--- config.mk ---
export PLATFORM = sky130hd
export DESIGN_NAME = fp_pack_pipe
export DESIGN_NICKNAME = d
export VERILOG_FILES = /design/src/rtl/fpm_pkg.sv /design/src/rtl/fp_round_rne.sv /design/src/rtl/fp_pack_pipe.sv
export SDC_FILE = /design/constraint.sdc
export NUM_CORES = 1
export LEC_CHECK = 0
export ABC_CLOCK_PERIOD_IN_PS = 2400
export CORE_MARGIN = 2
export CORE_UTILIZATION = 40
export CTS_CLUSTER_SIZE = 8
export DETAILED_ROUTE_END_ITERATION = 16
export GPL_ROUTABILITY_DRIVEN = 0
export GPL_TIMING_DRIVEN = 0
export PLACE_DENSITY = 0.66
export SYNTH_ARGS = -nofsm -noshare
export SYNTH_HDL_FRONTEND = slang
export SYNTH_SLANG_ARGS = --single-unit
--- constraint.sdc ---
create_clock -name clk -period 2.4 [get_ports clk]
set_clock_uncertainty 0.1 [all_clocks]
set_input_delay 0.48 -clock clk [delete_from_list [all_inputs] [get_ports clk]]
set_output_delay 0.48 -clock clk [all_outputs]
set_load 0.05 [all_outputs]
--- src/rtl/fpm_pkg.sv ---
// Shared constants, stage payload type and normalize helper for the
// floating-point multiplier back end.
package fpm_pkg;

  localparam int FRAC_W     = 23;
  localparam int EXP_W      = 8;
  localparam int MAN_W      = 48;
  localparam int FP_BIAS    = 127;
  localparam int FP_EXP_MAX = 255;

  localparam logic [32:1] FP_QNAN = 32'h7FC0_0000;

  typedef struct packed {
    logic        sign;
    logic [10:1] e;
    logic [23:1] frac;
    logic        g;
    logic        r;
    logic        s;
    logic        is_nan;
    logic        is_inf;
    logic        is_zero;
  } stage_t;

  // Product lies in [1,4): shift right by one when the 2^1 place is set.
  function automatic stage_t fp_normalize(
    input logic        sign,
    input logic [10:1] exp_p,
    input logic [48:1] man_p,
    input logic        zero,
    input logic        inf,
    input logic        nan
  );
    stage_t p;
    p.sign    = sign;
    p.is_nan  = nan;
    p.is_inf  = inf;
    p.is_zero = zero;
    if (man_p[48]) begin
      p.frac = man_p[47:25];
      p.g    = man_p[24];
      p.r    = man_p[23];
      p.s    = |man_p[22:1];
      p.e    = exp_p + 10'd1;
    end else begin
      p.frac = man_p[46:24];
      p.g    = man_p[23];
      p.r    = man_p[22];
      p.s    = |man_p[21:1];
      p.e    = exp_p;
    end
    return p;
  endfunction

endpackage

--- src/rtl/fp_round_rne.sv ---
// Round-to-nearest-even of a 23-bit fraction with hidden bit; a carry out of
// {1,frac} resets the fraction and bumps the exponent.
module fp_round_rne
  import fpm_pkg::*;
(
  input  logic [23:1] i_frac,
  input  logic        i_g,
  input  logic        i_r,
  input  logic        i_s,
  input  logic [10:1] i_e,
  output logic [23:1] o_frac,
  output logic [10:1] o_e
);

  logic w_up;
  logic w_carry;

  // {1,frac}+1 carries out exactly when frac is all ones; frac then wraps to 0.
  always_comb begin
    w_up    = i_g && (i_r || i_s || i_frac[1]);
    w_carry = &i_frac;
    o_frac  = i_frac;
    o_e     = i_e;
    if (w_up) begin
      o_frac = i_frac + 23'd1;
      if (w_carry) begin
        o_e = i_e + 10'd1;
      end else begin
        o_e = i_e;
      end
    end else begin
      o_frac = i_frac;
      o_e    = i_e;
    end
  end

endmodule

--- src/rtl/fp_pack_pipe.sv ---
// Three-stage normalize / round / pack back end of the FP multiplier with
// valid/ready flow control; a downstream stall freezes every stage.
module fp_pack_pipe
  import fpm_pkg::*;
#(
  parameter int EXP_MAX = FP_EXP_MAX
) (
  input  logic        clk,
  input  logic        rst,
  input  logic        in_valid,
  output logic        in_ready,
  input  logic        sign_p,
  input  logic [10:1] exp_p,
  input  logic [48:1] man_p,
  input  logic        in_zero,
  input  logic        in_inf,
  input  logic        in_nan,
  output logic        out_valid,
  input  logic        out_ready,
  output logic [32:1] result,
  output logic        ovf,
  output logic        unf,
  output logic        inexact
);

  localparam logic [10:1] W_EMAX = 10'(EXP_MAX);

  logic        w_stall;
  logic        r_s1_valid;
  stage_t      r_s1;
  logic        r_s2_valid;
  stage_t      r_s2;
  stage_t      w_s2_next;
  logic [23:1] w_rnd_frac;
  logic [10:1] w_rnd_e;
  logic [32:1] w_res;
  logic        w_ovf;
  logic        w_unf;
  logic        w_inx;
  logic        r_out_valid;
  logic [32:1] r_result;
  logic        r_ovf;
  logic        r_unf;
  logic        r_inx;

  assign w_stall  = r_out_valid && !out_ready;
  assign in_ready = !w_stall;

  // Stage 1: capture and normalize the incoming beat.
  always_ff @(posedge clk) begin
    if (rst) begin
      r_s1_valid <= 1'b0;
      r_s1       <= '0;
    end else if (!w_stall) begin
      r_s1_valid <= in_valid;
      r_s1       <= fp_normalize(sign_p, exp_p, man_p, in_zero, in_inf, in_nan);
    end
  end

  fp_round_rne u_round (
    .i_frac (r_s1.frac),
    .i_g    (r_s1.g),
    .i_r    (r_s1.r),
    .i_s    (r_s1.s),
    .i_e    (r_s1.e),
    .o_frac (w_rnd_frac),
    .o_e    (w_rnd_e)
  );

  // Merge the rounded fraction/exponent back into the payload.
  always_comb begin
    w_s2_next      = r_s1;
    w_s2_next.frac = w_rnd_frac;
    w_s2_next.e    = w_rnd_e;
  end

  // Stage 2: register the rounded payload.
  always_ff @(posedge clk) begin
    if (rst) begin
      r_s2_valid <= 1'b0;
      r_s2       <= '0;
    end else if (!w_stall) begin
      r_s2_valid <= r_s1_valid;
      r_s2       <= w_s2_next;
    end
  end

  // Exception priority nan > inf > zero > exponent range; no denormals.
  always_comb begin
    w_res = {r_s2.sign, r_s2.e[8:1], r_s2.frac};
    w_ovf = 1'b0;
    w_unf = 1'b0;
    w_inx = r_s2.g | r_s2.r | r_s2.s;
    if (r_s2.is_nan) begin
      w_res = FP_QNAN;
      w_inx = 1'b0;
    end else if (r_s2.is_inf) begin
      w_res = {r_s2.sign, 8'hFF, 23'd0};
      w_inx = 1'b0;
    end else if (r_s2.is_zero) begin
      w_res = {r_s2.sign, 31'd0};
      w_inx = 1'b0;
    end else if ($signed(r_s2.e) >= $signed(W_EMAX)) begin
      w_res = {r_s2.sign, 8'hFF, 23'd0};
      w_ovf = 1'b1;
    end else if ($signed(r_s2.e) <= $signed(10'd0)) begin
      w_res = {r_s2.sign, 31'd0};
      w_unf = 1'b1;
    end else begin
      w_res = {r_s2.sign, r_s2.e[8:1], r_s2.frac};
    end
  end

  // Stage 3: registered outputs, held while the consumer stalls.
  always_ff @(posedge clk) begin
    if (rst) begin
      r_out_valid <= 1'b0;
      r_result    <= 32'h0;
      r_ovf       <= 1'b0;
      r_unf       <= 1'b0;
      r_inx       <= 1'b0;
    end else if (!w_stall) begin
      r_out_valid <= r_s2_valid;
      r_result    <= w_res;
      r_ovf       <= w_ovf;
      r_unf       <= w_unf;
      r_inx       <= w_inx;
    end
  end

  assign out_valid = r_out_valid;
  assign result    = r_result;
  assign ovf       = r_ovf;
  assign unf       = r_unf;
  assign inexact   = r_inx;

endmodule

==> out/results.ini <==
[status]
outcome=completed

[layout]
layout_common_cells=116 x dfxtp_1, 100 x clkdlybuf4s50_1, 85 x nor2_1
diodes=0
fin_area_um2=6980
syn_to_final_growth_pct=34.5
drive_gt1_frac=0.0710
final_common_cell=dfxtp_1
nNetsFinal=774

[grt]
grt-ovfl-total=0
grt_pass1_wl_um=22700
grt_busiest_layer=met2
antenna_found_initial=0
use_met1=0.261
grt_pass1_vias=4578
grt_max_degree=28
grtUsageTotal=0.201
grt_use_met2=0.332
grtUsageMet3=0.0494

[pwr]
finalPower_uw=5050
p_leak_uw=0.00266
p_per_area_nw_per_um2=723
peakVddDrop_v=0.000475

[routing]
drt-pass1-iter-count=6
routed_wl_um=13800
vias_per_cell=5.34
num_vias=4750
drc_errors=0
ant_nets=0
drtIter0Drc=402
wl_per_cell_um=15.5

[clock_network]
worstSkewPairLatency_ns=0.42
htreeDepth=4
cts-root-buf=clkbuf_16
numCtsBuffers=17
clk_path_buf_depth=2
cts_sinks=118
clk_pin_slew_ns=0.05
cts_tree=done

[yosys]
ys.flop_type=dfxtp_1
yosysWarnings=0
synth-edff-count=0
async_flop_share=0
synth_area_um2=5190
synth_cell_type_count=39
ys_seq_elements=118
syn_area_per_cell_um2=8.89
synth_fp_nets=653
yosysSeqAreaShare=0.455
syn_inst=584

[timing]
holdWs_ns=0.348
fin_crit_sh=0.967
rsz0062_at_grt=no
tightest_slew_ns=0.776
slew_headroom=0.483
fin_crit_ns=2.32
max_freq_mhz=431
drv_slew=0
final_hold_viol_count=0
setup_viol=0

[min_path]
whs_endpoint=result[32]
worstHoldPathCells=2
min_from=result[32]
hold_path.class=reg2reg

[floorplan]
die_area_um2=13900
rows=41
start_util=0.411
die_w_um=118
die_h_um=118
ioPinCount=103
core_region_area_um2=12600

[placed_design]
port_buffers=101
place_area_um2=6420
dpl.hpwl_um=10500

[worst_setup_path]
critical_path_class=in2out
required_ns=1.82
cp.arrival_ns=1.74
r2r_start=r_s1[6]
rrSetupSlack_ns=0.11
crit_path_end_kind=primary output
r2r_cells=8
setup.worst_path.start_class=input port
rr_endpoint=r_s2[34]
worstPathMaxFanout=27

[job]
cap_violations=0

[layer usage]
metal / vias up / part of all wire
met4: 0 / 0.0086
met3: 10 / 0.049
met2: 123 / 0.47
met1: 2229 / 0.47
met5: - / 0
li1: 2388 / -
[critical path, stage by stage]
cell	delay, ns
clkdlybuf4s50_1	0.45
nor2b_1	0.05
clkbuf_2	0.17
inv_4	0.26
buf_2	0.32
[cells by family (layout without fill, tap and decap cells)]
| logic type | Yosys count | count (layout) | share of synthesized area |
|---|---|---|---|
| adder cells (fa/ha/maj) | 3 | 3 | 0.00723 |
| AND/OR/NAND/NOR | 212 | 212 | 0.198 |
| buffers and inverters | 53 | 187 | 0.0419 |
| flip-flops | 118 | 118 | 0.455 |
| XOR/XNOR | 27 | 27 | 0.0456 |
| AO/OA/AOI/OAI | 143 | 143 | 0.198 |
| multiplexers | 28 | 28 | 0.0540 |
[worst max-delay path by stage]
| stage | start | endpoint |
|---|---|---|
| finish | out_ready | in_ready |
| global route | r_s1[6] | r_s2[34] |
| CTS | out_ready | in_ready |
| detailed placement | out_ready | in_ready |
| global placement | out_ready | in_ready |
| floorplan | out_valid | in_ready |
[power breakdown]
group          total (µW)  switching, µW  internal (µW)
combinational         629            340            288
sequential           2200            112           2080
clock                2220            892           1330
total                5050           1340           3700
[stage by stage]
step,cells,TNS (ns),util,setup WS [ns]
floorplan,584,0,-,0.000269
global placement,857,-33.31,0.508,-1.31
detailed placement,857,-34.57,0.508,-1.30
CTS,889,-0.146,0.551,-0.146
global route,890,0,0.553,0.0152
finish,890,0,0.553,0.0803
[synth_stat cells, drive strengths merged (2+ instances only)]
| cell | number | share of area |
|---|---|---|
| and3 | 6 | 0.0072 |
| ha | 3 | 0.0072 |
| buf | 8 | 0.0094 |
| xnor2 | 13 | 0.022 |
| and4 | 9 | 0.015 |
| clkbuf | 37 | 0.027 |
| a21oi | 21 | 0.020 |
| nand2 | 49 | 0.035 |
| a211oi | 62 | 0.090 |
| a311oi | 12 | 0.020 |
| dfxtp | 118 | 0.46 |
| inv | 8 | 0.0058 |
| or3 | 8 | 0.0096 |
| xor2 | 14 | 0.024 |
| nor2 | 85 | 0.061 |
| nand3 | 14 | 0.014 |
| nor4 | 8 | 0.0096 |
| o31ai | 8 | 0.012 |
| or4 | 8 | 0.012 |
| nor2b | 2 | 0.0024 |
| a22o | 22 | 0.037 |
| nor3 | 7 | 0.0077 |
| o21ai | 14 | 0.014 |
| nand4 | 12 | 0.017 |
| mux2i | 28 | 0.054 |
[timing repair]
item                       in CTS  in global routing
pin swaps                       1                  1
setup buffers                   2                  1
cloned                          0                  0
hold buffers                    0                  0
setup endpoints to repair      21                 28
resized for setup               3                 12
[flip-flops by register name, indices dropped and copies added (netlist names)]
signal	count
ovf	1
unf	1
r_s1	40
out_valid	1
r_s2	40
r_s1_valid	1
r_s2_valid	1
inexact	1
result	32
[final cells by class]
class                      instances  area, µm²
clock buffer                      19        443
timing repair buffer             104       1030
sequential                       118       2360
tap                              172        215
fill                            1219       5640
clock inverter                    13       85.1
multi-input combinational        413       2630
inverter                           8       32.5
buffer                            43        181
Power figures use the tool's default switching activity.
